[src/rtl/seg7_msg_sequencer_if.sv]
// Control and display bus of the seven-segment message sequencer.
// Controls are driven by the master; the sequencer (slave) returns the registered display state.
interface seg7_msg_sequencer_if #(
    parameter int IDX_W = 4
);
    logic [1:0]       mode;
    logic [2:0]       rate_sel;
    logic             pause;
    logic             step;
    logic             start;
    logic [7:0]       seg;
    logic [IDX_W-1:0] index;
    logic             done;
    logic             wrap;

    modport master (
        output mode, rate_sel, pause, step, start,
        input  seg, index, done, wrap
    );

    modport slave (
        input  mode, rate_sel, pause, step, start,
        output seg, index, done, wrap
    );
endinterface

[src/rtl/seg7_msg_sequencer.sv]
// Steps a fixed seven-segment pattern table in scroll/bounce/one-shot/hold modes.
// Latency: one edge from any control input to seg/index/done/wrap.
// No backpressure: the display consumes every pattern; pause/step gate the stepping.
module seg7_msg_sequencer #(
    parameter int                   MSG_LEN    = 15,
    parameter logic [MSG_LEN*8-1:0] MSG        = {8'h0E, 8'h3E, 8'h15, 8'h7E, 8'h5F,
                                                  8'h0E, 8'h3E, 8'h5F, 8'h0E, 8'h7E,
                                                  8'h15, 8'h4F, 8'h5B, 8'h80, 8'h00},
    parameter int                   BASE_SHIFT = 0,
    parameter int                   DIV_W      = 24,
    localparam int                  IDX_W      = $clog2(MSG_LEN)
) (
    input  logic                 clk,
    input  logic                 rst_n,
    seg7_msg_sequencer_if.slave  bus
);

    typedef enum logic [1:0] {
        MODE_SCROLL  = 2'd0,
        MODE_BOUNCE  = 2'd1,
        MODE_ONESHOT = 2'd2,
        MODE_HOLD    = 2'd3
    } mode_t;

    localparam int               SH_W = $clog2(DIV_W + 1);
    localparam logic [IDX_W-1:0] LAST = IDX_W'(MSG_LEN - 1);
    localparam logic [IDX_W-1:0] ONE  = IDX_W'(1);

    mode_t            mode;
    logic [SH_W-1:0]  shamt;
    logic [DIV_W-1:0] pre_lim;
    logic [DIV_W-1:0] pre_q, pre_nxt;
    logic [IDX_W-1:0] idx_q, idx_nxt;
    logic             dir_q, dir_nxt;
    logic             done_q, done_nxt;
    logic             wrap_q, wrap_nxt;
    logic [7:0]       seg_q, seg_nxt;
    logic             tick;
    logic             adv;

    assign mode    = mode_t'(bus.mode);
    assign shamt   = SH_W'(BASE_SHIFT) + SH_W'(bus.rate_sel);
    assign pre_lim = (DIV_W'(1) << shamt) - DIV_W'(1);

    // A >= compare so a shrinking period fires immediately rather than wrapping the counter.
    assign tick = !bus.pause && (pre_q >= pre_lim);
    assign adv  = (tick || (bus.pause && bus.step)) && (mode != MODE_HOLD);

    always_comb begin
        pre_nxt = pre_q;
        if (bus.start || tick) begin
            pre_nxt = '0;
        end else if (!bus.pause) begin
            pre_nxt = pre_q + DIV_W'(1);
        end
    end

    always_comb begin
        idx_nxt  = idx_q;
        dir_nxt  = (mode == MODE_BOUNCE) ? dir_q : 1'b1;
        done_nxt = (mode == MODE_ONESHOT) ? done_q : 1'b0;
        wrap_nxt = 1'b0;
        if (bus.start) begin
            idx_nxt  = '0;
            dir_nxt  = 1'b1;
            done_nxt = 1'b0;
        end else if (adv) begin
            unique case (mode)
                MODE_SCROLL: begin
                    if (idx_q == LAST) begin
                        idx_nxt  = '0;
                        wrap_nxt = 1'b1;
                    end else begin
                        idx_nxt = idx_q + ONE;
                    end
                end
                MODE_BOUNCE: begin
                    // Endpoints turn around immediately so each end is shown once per pass.
                    if (dir_q) begin
                        if (idx_q == LAST) begin
                            dir_nxt = 1'b0;
                            idx_nxt = LAST - ONE;
                        end else begin
                            idx_nxt = idx_q + ONE;
                        end
                    end else begin
                        if (idx_q == '0) begin
                            dir_nxt = 1'b1;
                            idx_nxt = ONE;
                        end else begin
                            idx_nxt = idx_q - ONE;
                        end
                    end
                    wrap_nxt = (idx_q == ONE) && (idx_nxt == '0);
                end
                MODE_ONESHOT: begin
                    if (idx_q == LAST) begin
                        done_nxt = 1'b1;
                    end else begin
                        idx_nxt = idx_q + ONE;
                    end
                end
                default: begin
                    idx_nxt = idx_q;
                end
            endcase
        end
    end

    assign seg_nxt = MSG[{idx_nxt, 3'b000} +: 8];

    always_ff @(posedge clk or negedge rst_n) begin
        if (!rst_n) begin
            pre_q  <= '0;
            idx_q  <= '0;
            dir_q  <= 1'b1;
            done_q <= 1'b0;
            wrap_q <= 1'b0;
            seg_q  <= 8'h00;
        end else begin
            pre_q  <= pre_nxt;
            idx_q  <= idx_nxt;
            dir_q  <= dir_nxt;
            done_q <= done_nxt;
            wrap_q <= wrap_nxt;
            seg_q  <= seg_nxt;
        end
    end

    assign bus.seg   = seg_q;
    assign bus.index = idx_q;
    assign bus.done  = done_q;
    assign bus.wrap  = wrap_q;

endmodule

[src/flat_wrapper.sv]
// flat-port wrapper written by rule: the top's interface ports become plain ports
module seg7_msg_sequencer_flat 
#(
    parameter int                   MSG_LEN    = 15,
    parameter logic [MSG_LEN*8-1:0] MSG        = {8'h0E, 8'h3E, 8'h15, 8'h7E, 8'h5F,
                                                  8'h0E, 8'h3E, 8'h5F, 8'h0E, 8'h7E,
                                                  8'h15, 8'h4F, 8'h5B, 8'h80, 8'h00},
    parameter int                   BASE_SHIFT = 0,
    parameter int                   DIV_W      = 24,
    localparam int                  IDX_W      = $clog2(MSG_LEN)
)
  (clk, rst_n, bus_mode, bus_rate_sel, bus_pause, bus_step, bus_start, bus_seg, bus_index, bus_done, bus_wrap);
  seg7_msg_sequencer_if #(.IDX_W(4)) bus_i ();
  input  logic clk;
  input  logic rst_n;
  input wire logic [$bits(bus_i.mode)-1:0] bus_mode;
  input wire logic [$bits(bus_i.rate_sel)-1:0] bus_rate_sel;
  input wire logic [$bits(bus_i.pause)-1:0] bus_pause;
  input wire logic [$bits(bus_i.step)-1:0] bus_step;
  input wire logic [$bits(bus_i.start)-1:0] bus_start;
  output wire logic [$bits(bus_i.seg)-1:0] bus_seg;
  output wire logic [$bits(bus_i.index)-1:0] bus_index;
  output wire logic [$bits(bus_i.done)-1:0] bus_done;
  output wire logic [$bits(bus_i.wrap)-1:0] bus_wrap;
  assign bus_i.mode = bus_mode;
  assign bus_i.rate_sel = bus_rate_sel;
  assign bus_i.pause = bus_pause;
  assign bus_i.step = bus_step;
  assign bus_i.start = bus_start;
  assign bus_seg = bus_i.seg;
  assign bus_index = bus_i.index;
  assign bus_done = bus_i.done;
  assign bus_wrap = bus_i.wrap;
  seg7_msg_sequencer #(.MSG_LEN(MSG_LEN), .MSG(MSG), .BASE_SHIFT(BASE_SHIFT), .DIV_W(DIV_W)) u_core (.clk(clk), .rst_n(rst_n), .bus(bus_i));
endmodule
[config.mk]
export PLATFORM = sky130hd
export DESIGN_NAME = seg7_msg_sequencer_flat
export DESIGN_NICKNAME = d
export VERILOG_FILES = /design/src/rtl/seg7_msg_sequencer_if.sv /design/src/rtl/seg7_msg_sequencer.sv /design/src/flat_wrapper.sv
export SDC_FILE = /design/constraint.sdc
export NUM_CORES = 1
export LEC_CHECK = 0
export BUFFER_PORTS_ARGS = -buffer_cell sky130_fd_sc_hd__buf_2
export CAP_MARGIN = 5
export CORE_ASPECT_RATIO = 1.25
export CORE_MARGIN = 10
export CORE_UTILIZATION = 55
export CTS_CLUSTER_SIZE = 16
export DETAILED_ROUTE_END_ITERATION = 12
export GPL_TIMING_DRIVEN = 0
export PLACE_DENSITY = 0.75
export SETUP_SLACK_MARGIN = 0.1
export SYNTH_ARGS = -nofsm -noshare
export SYNTH_HDL_FRONTEND = slang
export SYNTH_SLANG_ARGS = --single-unit
[constraint.sdc]
create_clock -name clk -period 4.2 [get_ports clk]
set_input_delay 0 -clock clk [delete_from_list [all_inputs] [get_ports clk]]
set_output_delay 0 -clock clk [all_outputs]
set_load 0.01 [all_outputs]
; Word-level counts from Yosys, hierarchy flattened
; Index checks and enable logic that the tools add are counted.
[op_classes]
mux = 29
reduce_logical = 10
order_cmp = 1
eq_ne = 6
n_shift = 2
add_sub_neg = 4
[ops]
columns = cell, count
row1 = variable part select 120 x 8 -> 8 bit (first input constant), 1
row2 = two-way mux 24 bit, 2
row3 = two-way mux 4 bit, 10
row4 = adder 24 x 1 -> 24 bit (second input constant), 1
row5 = >= comparator 24 bit, 1
row6 = << shifter 1 x 3 -> 24 bit (first input constant), 1
row7 = subtractor 24 x 2 -> 24 bit (second input constant), 1
row8 = two-way mux 1 bit, 15
row9 = one-hot mux 4 bit (3 select lines), 1
row10 = logical NOT 4 bit, 2
row11 = adder 4 x 1 -> 4 bit (second input constant), 1
row12 = == test 4 x 1 -> 1 bit (second input constant), 1
row13 = == test 4 bit (second input constant), 1
row14 = logical AND 1 bit, 4
row15 = subtractor 4 x 1 -> 4 bit (second input constant), 1
row16 = == test 2 x 1 -> 1 bit (second input constant), 1
row17 = == test 2 bit (second input constant), 1
row18 = logical NOT 2 bit, 1
row19 = logical OR 1 bit, 2
row20 = != test 2 x 1 -> 1 bit (second input constant), 1
row21 = != test 2 bit (second input constant), 1
row22 = one-hot mux 1 bit (2 select lines), 1
row23 = logical NOT 1 bit, 1
[word_totals]
elab_cells = 58
inputBits = 10
output_inout_bits = 14
register_bits = 39

; Longest topological paths before layout
[depth]
depth_word = 13
depth_mapped = 19
mapped_depth_nobuf = 18

; Worst setup path before layout
; No wires, ideal clock.
[synth_timing]
path_type = input -> register
start = input bus_rate_sel[2]
end = register u_core.seg_q[4] (netlist: u_core.bus.seg[4])
slack_ps = 814
path_buffers = 1
stages = 18
arrival_ps = 3260
cell_sequence = or3_1 -> ha_1 -> clkbuf_1 -> xor2_1 -> nor2_1 -> a21oi_1 -> ha_1 -> a211oi_1 -> o211ai_1 -> a211oi_2 -> a221oi_4 -> o21ai_0 -> a21oi_1 -> nor3_1 -> ha_1 -> inv_1 -> and2_0 -> o32a_1
[synth_between]
elab_chain_cells = 9
[synth_rtl]
columns = element, line_no
row1 = "start, declared", flat_wrapper.sv:17  ; input wire logic [$bits(bus_i.rate_sel)-1:0] bus_rate_sel;
row2 = << shifter 1 x 3 -> 24 bit, seg7_msg_sequencer.sv:43  ; assign pre_lim = (DIV_W'(1) << shamt) - DIV_W'(1);
row3 = subtractor 24 x 2 -> 24 bit, seg7_msg_sequencer.sv:43
row4 = >= comparator 24 bit, seg7_msg_sequencer.sv:46  ; assign tick = !bus.pause && (pre_q >= pre_lim);
row5 = logical AND 1 bit, seg7_msg_sequencer.sv:46
row6 = logical OR 1 bit, seg7_msg_sequencer.sv:47  ; assign adv = (tick || (bus.pause && bus.step)) && (mode != MODE_HOLD);
row7 = logical AND 1 bit, seg7_msg_sequencer.sv:47
row8 = two-way mux 4 bit, seg7_msg_sequencer.sv:67  ; end else if (adv) begin
row9 = two-way mux 4 bit, seg7_msg_sequencer.sv:63  ; if (bus.start) begin
row10 = via u_core.idx_nxt[0], seg7_msg_sequencer.sv:33  ; logic [IDX_W-1:0] idx_q, idx_nxt;
row11 = variable part select 120 x 8 -> 8 bit, seg7_msg_sequencer.sv:110  ; assign seg_nxt = MSG[{idx_nxt, 3'b000} +: 8];
row12 = via u_core.seg_nxt[4], seg7_msg_sequencer.sv:37  ; logic [7:0] seg_q, seg_nxt;
row13 = "end signal, assigned", seg7_msg_sequencer.sv:126  ; seg_q <= seg_nxt;
row14 = "end, declared", seg7_msg_sequencer.sv:37
; The timed path passes the listed nets, and every way through them passes these cells.
; A chain may end at the register's enable or synchronous reset.

; Final worst setup path
; Same ends and word-level chain as after synthesis.

==> out/results.tsv <==
stage	metric	value	unit
status	outcome	finished, final reports clean	
routing	viasPerCell	5.883	
clocking	numCtsBuffers	5	
setup_path	crit_buf_inv	3	
global_route	busiest_layer	met2	
layout	antenna_cells	0	
clocking	clk_pin_slew_worst_paths	0.08	ns
global_route	antenna_found_initial	0	
synth	synth.distinct_cells	57	
routing	route.detailed.drc	0	
placement	place_hpwl	4157	um
sta	maxSlewViolCount	0	
clocking	cts_buffer_depth	2	
sta	setup_slack	0.5711	ns
global_route	grt.total_usage	0.1560	
synth	synth-seq-area-share	0.3734	
synth	synth_top_area_cell	dfrtp_1	
setup_path	arrival	3.82	ns
global_route	grt_max_degree	39	
sta	tightest_slew	0.8466	ns
clocking	cts_tree	built	
global_route	met1_usage	0.1734	
routing	ant_nets	0	
synth	synth_area_leaders	dfrtp_1 36%, ha_1 12%, nor2_1 6.8%	
setup_path	worstSetupEndpointType	register	
worst_hold_path	hold_path.class	input port to register	
sta	fmax	0.2756	GHz
placement	preCtsSetupSlack	0.2234	ns
layout	finalCoreUtilization	0.6470	
pwr	pwr_density_cell	316.4	nW/um^2
sta	fin_crit	3.629	ns
setup_path	cpPeakStageDelay	0.53	ns
pwr	ir_drop	0.0003503	V
sta	setup_viol	0	
setup_path	worst-endpoint-required	4.39	ns
synth	avgSynthCellArea	9.172	sq um
synth	synth_cells	278	
global_route	gr-usage-met2	0.2799	
sta	rsz0062_at_grt	no	
floorplan	die_w	80.90	um
synth	synth-async-reset-ratio	1.000	
clocking	cts_htree_levels	2	
layout	final_nets	343	
layout	drive_gt1_frac	0.1516	
floorplan	core	4459	sq um
synth	ys.flop_type	dfrtp_1	
floorplan	rows	27	
global_route	first_global_vias	2128	
setup_path	path_common_cell	ha_1	
sta	finalHoldViolCount	0	
job	max_cap_violations	0	
global_route	grt-ovfl-total	0	
clocking	cts_sinks	38	
layout	area.growth.synth_to_final	13.15	%
clocking	clk_latency	0.30	ns
setup_path	cp_cell_sequence	buf_2 -> or3_1 -> ha_1 -> clkbuf_1 -> xor2_1 -> nor2_1 -> a21oi_1 -> ha_1 -> a211oi_1 -> o211ai_1 -> a211oi_2 -> a221oi_4 -> o21ai_0 -> a21oi_1 -> nor3_1 -> ha_1 -> inv_1 -> and2_0 -> o32a_1	
synth	synth_edf_count	0	
placement	port_buffers	23	
floorplan	io_pins	24	
sta	max_slew_margin	0.4356	
setup_path	cp_max_fo	10	
sta	fin_skew	0.01024	ns
synth	synthTopCellsByCount	46 x nor2_1, 37 x dfrtp_1, 24 x ha_1	
setup_path	crit_family	compound AO/OA/AOI/OAI gates	
setup_path	critical_path.startpoint_type	input port	
synth	ys_ff_latch	38	
global_route	grt_pass1_wl	9770	um
pwr	power.leakage	1.364	nW
floorplan	dieArea	7777	sq um
sta	fin_crit_sh	0.8640	
synth	syn_nets	312	
floorplan	die_h	96.13	um
synth	synth.most_common_cell	nor2_1	
routing	first_iter_violations	159	
floorplan	initial_core_util	0.5718	
synth	syn_area	2550	sq um
placement	gp_congestion	0.8501	
global_route	grt.met3_usage	0.03078	
routing	wire_per_inst	15.40	um
routing	drt_wl_total	5669	um
setup_path	crit_slowest_cell	nor3_1	
synth	yosys_warnings	0	
setup_path	r2r_slack	0.62	ns
routing	drtPass1Iterations	4	
routing	vias	2165	
sta	fin_tns_setup	0	ns
clocking	root_buffer	clkbuf_8	
setup_path	critical_path_class	input port to register	
synth	synth_top_area_share	0.3631	
## cells by family (layout without fill, tap and decap cells)
kind of cell	Yosys count	after routing	synth area share
AO/OA/AOI/OAI	63	63	0.1830
adder cells (fa/ha/maj)	24	24	0.1178
other	1	1	0.001471
flip-flops	38	38	0.3734
buffers and inverters	26	58	0.04122
multiplexers	6	6	0.02650
AND/OR/NAND/NOR	110	110	0.2223
XOR/XNOR	10	10	0.03435
## power by group
group	total, mW	internal (mW)	leakage [nW]	switching (mW)
Clock	0.375	0.238	0.0683	0.137
Combinational	0.152	0.0591	0.775	0.0924
Sequential	0.386	0.377	0.520	0.00925
## final timing paths
kind                                     start           endpoint  cells past startpoint
min in group asynchronous                rst_n    u_core.bus.wrap                      2
hold reg to reg                u_core.pre_q[8]    u_core.pre_q[8]                      2
max in group asynchronous                rst_n   u_core.pre_q[14]                      2
setup / recovery               bus_rate_sel[2]  u_core.bus.seg[4]                     19
hold / removal                       bus_pause    u_core.pre_q[0]                      3
setup reg to reg           u_core.bus.index[0]  u_core.bus.seg[4]                     16
## flip-flops by register name, indices dropped and copies added (netlist names)
signal            cells
u_core.dir_q          1
u_core.bus.index      4
u_core.bus.seg        7
u_core.pre_q         24
u_core.bus.wrap       1
u_core.bus.done       1
## per-layer routing
metal  part of all wire  wire, um
met5                  0         0
met4              0.028       157
met3              0.046       259
met2               0.52      2951
met1               0.41      2301
## worst register-to-register path: stages (launching register included)
cell	delay (ns)
dfrtp_1	0.50
inv_1	0.18
ha_1	0.28
and3_1	0.18
buf_2	0.17
inv_1	0.11
ha_1	0.19
nand2_1	0.06
o31a_1	0.17
mux2i_1	0.08
o21ai_0	0.16
a21oi_1	0.11
nor3_1	0.53
ha_1	0.24
inv_1	0.06
and2_0	0.13
o32a_1	0.33
## cells in the final DEF (no fill, tap or decap), types with 2 or more instances in the layout
| cell | instances |
|---|---|
| nor2_1 | 46 |
| dfrtp_1 | 37 |
| buf_2 | 26 |
| ha_1 | 24 |
| a21oi_1 | 14 |
| inv_1 | 13 |
| nand2_1 | 12 |
| nor3_1 | 9 |
| a31oi_1 | 9 |
| clkbuf_1 | 8 |
| nor2b_1 | 8 |
| and3_1 | 6 |
| xor2_1 | 6 |
| o21ai_0 | 5 |
| clkbuf_8 | 5 |
| mux2i_1 | 4 |
| xnor2_1 | 4 |
| a211oi_1 | 4 |
| or3_1 | 4 |
| o32a_1 | 3 |
| nand3_1 | 3 |
| a41oi_1 | 3 |
| nor3b_1 | 3 |
| nor4_1 | 3 |
| o22a_1 | 2 |
| o211ai_1 | 2 |
| o21a_1 | 2 |
| o32ai_1 | 2 |
| or2_2 | 2 |
| nor4b_1 | 2 |
| and4_1 | 2 |
| nand4_1 | 2 |
| o31ai_1 | 2 |
| o31a_1 | 2 |
| nor3_2 | 2 |
| a21o_1 | 2 |
| mux2i_2 | 2 |
| bufinv_16 | 2 |
## per-stage QoR
| stage | area (sq um) | hold slack [ns] | power (mW) | cells |
|---|---|---|---|---|
| 2_1_floorplan | 2550 | -0.2956 | 0.4925 | 278 |
| 3_3_place_gp | 2738 | 0.1694 | 0.5410 | 359 |
| 3_5_place_dp | 2738 | 0.1521 | 0.5436 | 359 |
| 4_1_cts | 2885 | 0.03947 | 0.9191 | 368 |
| 5_1_grt | 2885 | 0.04713 | 0.9546 | 368 |
| 6_report | 2885 | 0.04420 | 0.9130 | 368 |
## what timing repair did
action / 4_1_cts / 5_1_grt
resized for setup: 0 / 0
hold buffers: 1 / 0
setup buffers: 0 / 0
endpoints found under the hold margin: 37 / 0
## cell type report
class / count / area, sq um
fillers: 396 / 1574
multi-input cells: 214 / 1493
flip-flops and latches: 38 / 952.2
repair buffers: 24 / 125.1
well taps: 58 / 72.57
clock buffers: 5 / 68.82
clock inverters: 3 / 68.82
plain buffers: 12 / 52.55
inverters: 14 / 52.55
No activity file was read; power rests on OpenSTA's default activity.
